--- config.mk ---
export PLATFORM = sky130hd
export DESIGN_NAME = ps2_host_tx
export DESIGN_NICKNAME = d
export VERILOG_FILES = /design/src/rtl/ps2_pkg.sv /design/src/rtl/ps2_line_sync.sv /design/src/rtl/ps2_host_tx.sv
export SDC_FILE = /design/constraint.sdc
export NUM_CORES = 1
export LEC_CHECK = 0
export BUFFER_PORTS_ARGS = -buffer_cell sky130_fd_sc_hd__clkbuf_2
export CORE_MARGIN = 10
export CORE_UTILIZATION = 37
export CTS_CLUSTER_DIAMETER = 150
export CTS_CLUSTER_SIZE = 12
export DETAILED_ROUTE_END_ITERATION = 8
export PLACE_DENSITY = 0.67
export REMOVE_ABC_BUFFERS = 1
export SLEW_MARGIN = 30
export SYNTH_ARGS = -nofsm -noshare
export SYNTH_HDL_FRONTEND = slang
export SYNTH_HIERARCHICAL = 1
export SYNTH_SLANG_ARGS = --single-unit
--- constraint.sdc ---
create_clock -name sysclk -period 5.4 [get_ports sysclk]
set_input_delay 1.08 -clock sysclk [delete_from_list [all_inputs] [get_ports sysclk]]
set_output_delay 1.08 -clock sysclk [all_outputs]
set_load 0.01 [all_outputs]
--- src/rtl/ps2_pkg.sv ---
// Shared PS/2 definitions for the host transmitter and the receive path.
package ps2_pkg;

  typedef enum logic [2:0] {
    IDLE,
    INHIBIT,
    REQ,
    XFER,
    ACK,
    WAITREL
  } tx_state_t;

  localparam int unsigned PS2_DATA_BITS = 8;
  localparam int unsigned PS2_STOP_IDX  = 9;

  function automatic logic odd_parity(input logic [PS2_DATA_BITS-1:0] b);
    return ~^b;
  endfunction

endpackage

--- src/rtl/ps2_line_sync.sv ---
// Two-flop synchronizer plus falling-edge detect for one PS/2 line.
module ps2_line_sync (
  input  logic sysclk,
  input  logic rst_n,
  input  logic line,
  output logic level,
  output logic fe
);

  logic [1:0] sync_q, sync_d;
  logic       prev_q, prev_d;

  always_comb begin
    sync_d = {sync_q[0], line};
    prev_d = sync_q[1];
  end

  // Lines idle high, so reset to 1 to avoid a spurious edge after reset.
  always_ff @(posedge sysclk or negedge rst_n) begin
    if (!rst_n) begin
      sync_q <= 2'b11;
      prev_q <= 1'b1;
    end else begin
      sync_q <= sync_d;
      prev_q <= prev_d;
    end
  end

  assign level = sync_q[1];
  assign fe    = prev_q & ~sync_q[1];

endmodule

--- src/rtl/ps2_host_tx.sv ---
// PS/2 host-to-device transmitter: inhibit, request, shift byte/parity/stop, check ack.
// Optional watchdog enabled by defining PS2_HOST_TX_TIMEOUT_EN.
module ps2_host_tx
  import ps2_pkg::*;
#(
  parameter int unsigned INHIBIT_CYCLES   = 10,
  parameter int unsigned REQ_SETUP_CYCLES = 2,
  parameter int unsigned TIMEOUT_CYCLES   = 1500
) (
  input  logic       sysclk,
  input  logic       rst_n,
  input  logic       clk,
  input  logic       dat,
  output logic       clk_pull,
  output logic       dat_pull,
  input  logic [7:0] word,
  input  logic       start,
  output logic       busy,
  output logic       done,
  output logic       err
);

  localparam int unsigned TmrMax = (INHIBIT_CYCLES > REQ_SETUP_CYCLES) ?
                                   INHIBIT_CYCLES : REQ_SETUP_CYCLES;
  localparam int unsigned TmrW   = $clog2(TmrMax + 1);

  logic clk_s, clk_fe, dat_s, unused_dat_fe;

  ps2_line_sync u_clk_sync (
    .sysclk(sysclk),
    .rst_n (rst_n),
    .line  (clk),
    .level (clk_s),
    .fe    (clk_fe)
  );

  ps2_line_sync u_dat_sync (
    .sysclk(sysclk),
    .rst_n (rst_n),
    .line  (dat),
    .level (dat_s),
    .fe    (unused_dat_fe)
  );

  tx_state_t           state_q, state_d;
  logic [7:0]          shift_q, shift_d;
  logic                parity_q, parity_d;
  logic [3:0]          cnt_q, cnt_d;
  logic [TmrW-1:0]     tmr_q, tmr_d;
  logic                clk_pull_q, clk_pull_d;
  logic                dat_pull_q, dat_pull_d;
  logic                busy_q, busy_d;
  logic                done_q, done_d;
  logic                err_q, err_d;

`ifdef PS2_HOST_TX_TIMEOUT_EN
  localparam int unsigned WdW = $clog2(TIMEOUT_CYCLES + 1);
  logic [WdW-1:0] wd_q, wd_d;
`else
  localparam int unsigned UnusedTimeout = TIMEOUT_CYCLES;
`endif

  always_comb begin
    state_d    = state_q;
    shift_d    = shift_q;
    parity_d   = parity_q;
    cnt_d      = cnt_q;
    tmr_d      = tmr_q;
    clk_pull_d = clk_pull_q;
    dat_pull_d = dat_pull_q;
    done_d     = 1'b0;
    err_d      = 1'b0;

    case (state_q)
      IDLE: begin
        clk_pull_d = 1'b0;
        dat_pull_d = 1'b0;
        if (start) begin
          shift_d    = word;
          parity_d   = odd_parity(word);
          cnt_d      = '0;
          tmr_d      = '0;
          clk_pull_d = 1'b1;
          state_d    = INHIBIT;
        end
      end
      INHIBIT: begin
        if (tmr_q == TmrW'(INHIBIT_CYCLES - 1)) begin
          tmr_d      = '0;
          dat_pull_d = 1'b1;
          state_d    = REQ;
        end else begin
          tmr_d = tmr_q + 1'b1;
        end
      end
      REQ: begin
        if (tmr_q == TmrW'(REQ_SETUP_CYCLES - 1)) begin
          tmr_d      = '0;
          clk_pull_d = 1'b0;
          cnt_d      = '0;
          state_d    = XFER;
        end else begin
          tmr_d = tmr_q + 1'b1;
        end
      end
      XFER: begin
        // The start bit stays on the line until the device's first fall.
        if (clk_fe) begin
          cnt_d = cnt_q + 4'd1;
          if (cnt_q < 4'(PS2_DATA_BITS)) begin
            dat_pull_d = ~shift_q[0];
            shift_d    = {1'b0, shift_q[7:1]};
          end else if (cnt_q == 4'(PS2_DATA_BITS)) begin
            dat_pull_d = ~parity_q;
          end else if (cnt_q == 4'(PS2_STOP_IDX)) begin
            dat_pull_d = 1'b0;
            state_d    = ACK;
          end
        end
      end
      ACK: begin
        if (clk_fe) begin
          if (!dat_s) begin
            state_d = WAITREL;
          end else begin
            err_d   = 1'b1;
            state_d = IDLE;
          end
        end
      end
      WAITREL: begin
        if (clk_s && dat_s) begin
          done_d  = 1'b1;
          state_d = IDLE;
        end
      end
      default: begin
        clk_pull_d = 1'b0;
        dat_pull_d = 1'b0;
        state_d    = IDLE;
      end
    endcase

`ifdef PS2_HOST_TX_TIMEOUT_EN
    wd_d = '0;
    if (state_q == XFER || state_q == ACK || state_q == WAITREL) begin
      if (clk_fe) begin
        wd_d = '0;
      end else if (wd_q == WdW'(TIMEOUT_CYCLES - 1)) begin
        // Device went quiet: abandon the frame and free the lines.
        wd_d       = '0;
        done_d     = 1'b0;
        err_d      = 1'b1;
        clk_pull_d = 1'b0;
        dat_pull_d = 1'b0;
        state_d    = IDLE;
      end else begin
        wd_d = wd_q + 1'b1;
      end
    end
`endif

    busy_d = (state_d != IDLE);
  end

  always_ff @(posedge sysclk or negedge rst_n) begin
    if (!rst_n) begin
      state_q    <= IDLE;
      shift_q    <= '0;
      parity_q   <= 1'b0;
      cnt_q      <= '0;
      tmr_q      <= '0;
      clk_pull_q <= 1'b0;
      dat_pull_q <= 1'b0;
      busy_q     <= 1'b0;
      done_q     <= 1'b0;
      err_q      <= 1'b0;
    end else begin
      state_q    <= state_d;
      shift_q    <= shift_d;
      parity_q   <= parity_d;
      cnt_q      <= cnt_d;
      tmr_q      <= tmr_d;
      clk_pull_q <= clk_pull_d;
      dat_pull_q <= dat_pull_d;
      busy_q     <= busy_d;
      done_q     <= done_d;
      err_q      <= err_d;
    end
  end

`ifdef PS2_HOST_TX_TIMEOUT_EN
  always_ff @(posedge sysclk or negedge rst_n) begin
    if (!rst_n) begin
      wd_q <= '0;
    end else begin
      wd_q <= wd_d;
    end
  end
`endif

  assign clk_pull = clk_pull_q;
  assign dat_pull = dat_pull_q;
  assign busy     = busy_q;
  assign done     = done_q;
  assign err      = err_q;

endmodule

==> impl_metrics.env <==
export IMPL_avgSynthCellArea_sq_um=10.1
export IMPL_r2r_end="tmr_q[2]"
export IMPL_fin_crit_sh_pct=37.8
export IMPL_grt_pass1_wl_um=5690
export IMPL_rsz0062_at_grt="no"
export IMPL_holdBufCountCts=0
export IMPL_yosysWarningCount=6
export IMPL_power_per_cell_area_nw_per_um2=494
export IMPL_cts_path_max_buffers=2
export IMPL_hold_class="register to register"
export IMPL_path_clk_slew_ps=70
export IMPL_cts_resized=0
export IMPL_r2r_setup_slack_ps=3500
export IMPL_grt_antenna_before_repair=0
export IMPL_grt_pass1_vias=1238
export IMPL_post_cts_buffers=0
export IMPL_diodes=0
export IMPL_drt_first_pass_iters=4
export IMPL_setup_slack_ps=3360
export IMPL_cp_end_kind="register"
export IMPL_top_layer="met4"
export IMPL_syn_inst=161
export IMPL_wl_met2_um=1430
export IMPL_fp_row_count=24
export IMPL_total_power_uw=912
export IMPL_dieHeight_um=86.2
export IMPL_critPathLaunchType="primary input"
export IMPL_p_leak_nw=0.816
export IMPL_fin_nets=199
export IMPL_drt_total_wl_um=3110
export IMPL_io_buffers=17
export IMPL_status="finished, final reports clean"
export IMPL_path_class="primary input to register"
export IMPL_dp_hpwl_um=2280
export IMPL_grt_max_degree=31
export IMPL_hold_depth=0
export IMPL_stdcell_count=234
export IMPL_viasPerCell=5.11
export IMPL_core_sq_um=4290
export IMPL_fin_crit_ps=2040
export IMPL_wl_met1_um=1430
export IMPL_grt_ovfl_total=0
export IMPL_numCtsBuffers=5
export IMPL_drc=0
export IMPL_stdcell_area_sq_um=1850
export IMPL_syn2layout_area_growth_pct=13.7
export IMPL_clock_sinks=30
export IMPL_cts_root_buf="clkbuf_8"
export IMPL_cp_arrival_ps=2240
export IMPL_drt_iter0_drc=40
export IMPL_clk_latency_ps=280
export IMPL_worst_r2r_cell_count=6
export IMPL_netlist_area_sq_um=1620
export IMPL_ctsHtreeMaxLevel=2
export IMPL_cp_max_fo=16
export IMPL_crit_end="shift_q[2]"
export IMPL_initial_core_util_pct=37.8
export IMPL_drive_gt1_share_pct=23.1
export IMPL_place_congestion=0.776
export IMPL_wl_met3_um=221
export IMPL_die_area_sq_um=7430
export IMPL_die_w_um=86.2
export IMPL_setup_worst_path_start="start"
export IMPL_grt_total_usage_pct=9.28
export IMPL_cts_tree="yes"
export IMPL_clock_skew_ps=7.65
export IMPL_pre_cts_ws_ps=3060
export IMPL_maxCapViolCount=0
export IMPL_setup_viol=0
export IMPL_detail_route_antenna_nets=0
export IMPL_dpl_cell_area_sq_um=1750
export IMPL_cp_data_required_time_ps=5600
export IMPL_wire_per_inst_um=13.3
export IMPL_fmax_mhz=490
export IMPL_vias=1196
export IMPL_vdd_drop_max_mv=0.167
export IMPL_hold_viol=0
export IMPL_dpl_cell_count=226
export IMPL_tns_ps=0
export IMPL_rr_startpoint="tmr_q[1]"
export IMPL_relSlewSlack_pct=51.1
export IMPL_worst_slew_pin_slew_ps=733
export IMPL_io_pins=18
export IMPL_drv_slew=0
export IMPL_layout_common_cells="nand2_1, dfrtp_1, clkbuf_2"
worst max-delay path, stage by stage:
cell and delay [ps]:
clkbuf_2 110, or3b_2 470, a21oi_4 340, nor2_1 70, a31oi_1 170
worst min path at each step:
stage,from,endpoint,slack (ps)
2_1_floorplan,u_clk_sync/sync_q[0],u_clk_sync/sync_q[1],350
3_3_place_gp,u_dat_sync/sync_q[0],u_dat_sync/sync_q[1],350
3_5_place_dp,u_clk_sync/sync_q[0],u_clk_sync/sync_q[1],350
4_1_cts,u_clk_sync/sync_q[0],u_clk_sync/sync_q[1],360
5_1_grt,u_dat_sync/sync_q[0],u_dat_sync/sync_q[1],360
6_report,u_dat_sync/sync_q[0],u_dat_sync/sync_q[1],360
sequential cells by signal, summed over array words and instances, names as in the netlist:
| register | count |
|---|---|
| busy | 1 |
| clk_pull | 1 |
| cnt_q | 4 |
| dat_pull | 1 |
| done | 1 |
| err | 1 |
| parity_q | 1 |
| shift_q | 8 |
| state_q | 3 |
| tmr_q | 4 |
| u_clk_sync/prev_q | 1 |
| u_clk_sync/sync_q | 2 |
| u_dat_sync/sync_q | 2 |
power breakdown:
part	total (mW)	internal, mW	switching (mW)
logic	0.364	0.161	0.203
registers	0.363	0.294	0.0693
clock network	0.185	0.102	0.0830
total	0.912	0.557	0.355
metrics by stage:
step / hold slack [ps] / utilization, %
after floorplan: 345 / -
after global routing: 363 / 43.0
after CTS: 357 / 43.0
after global placement: 347 / 40.8
final: 356 / 43.0
after detailed placement: 347 / 40.8
area by class of cell:
type / count / area (sq um)
clock buffer: 6 / 82.6
clock inverter: 2 / 12.5
fill: 438 / 2450
inverter: 10 / 37.5
multi-input combinational: 117 / 806
sequential: 30 / 757
tap: 52 / 65.1
timing repair buffer: 17 / 85.1
metal layers:
layer  GRT usage, %  vias up
met5              0        -
met4           2.80        0
met3           3.94        2
met2           15.3       24
met1           10.7      562
li1               -      608
Power figures use the tool's default switching activity.
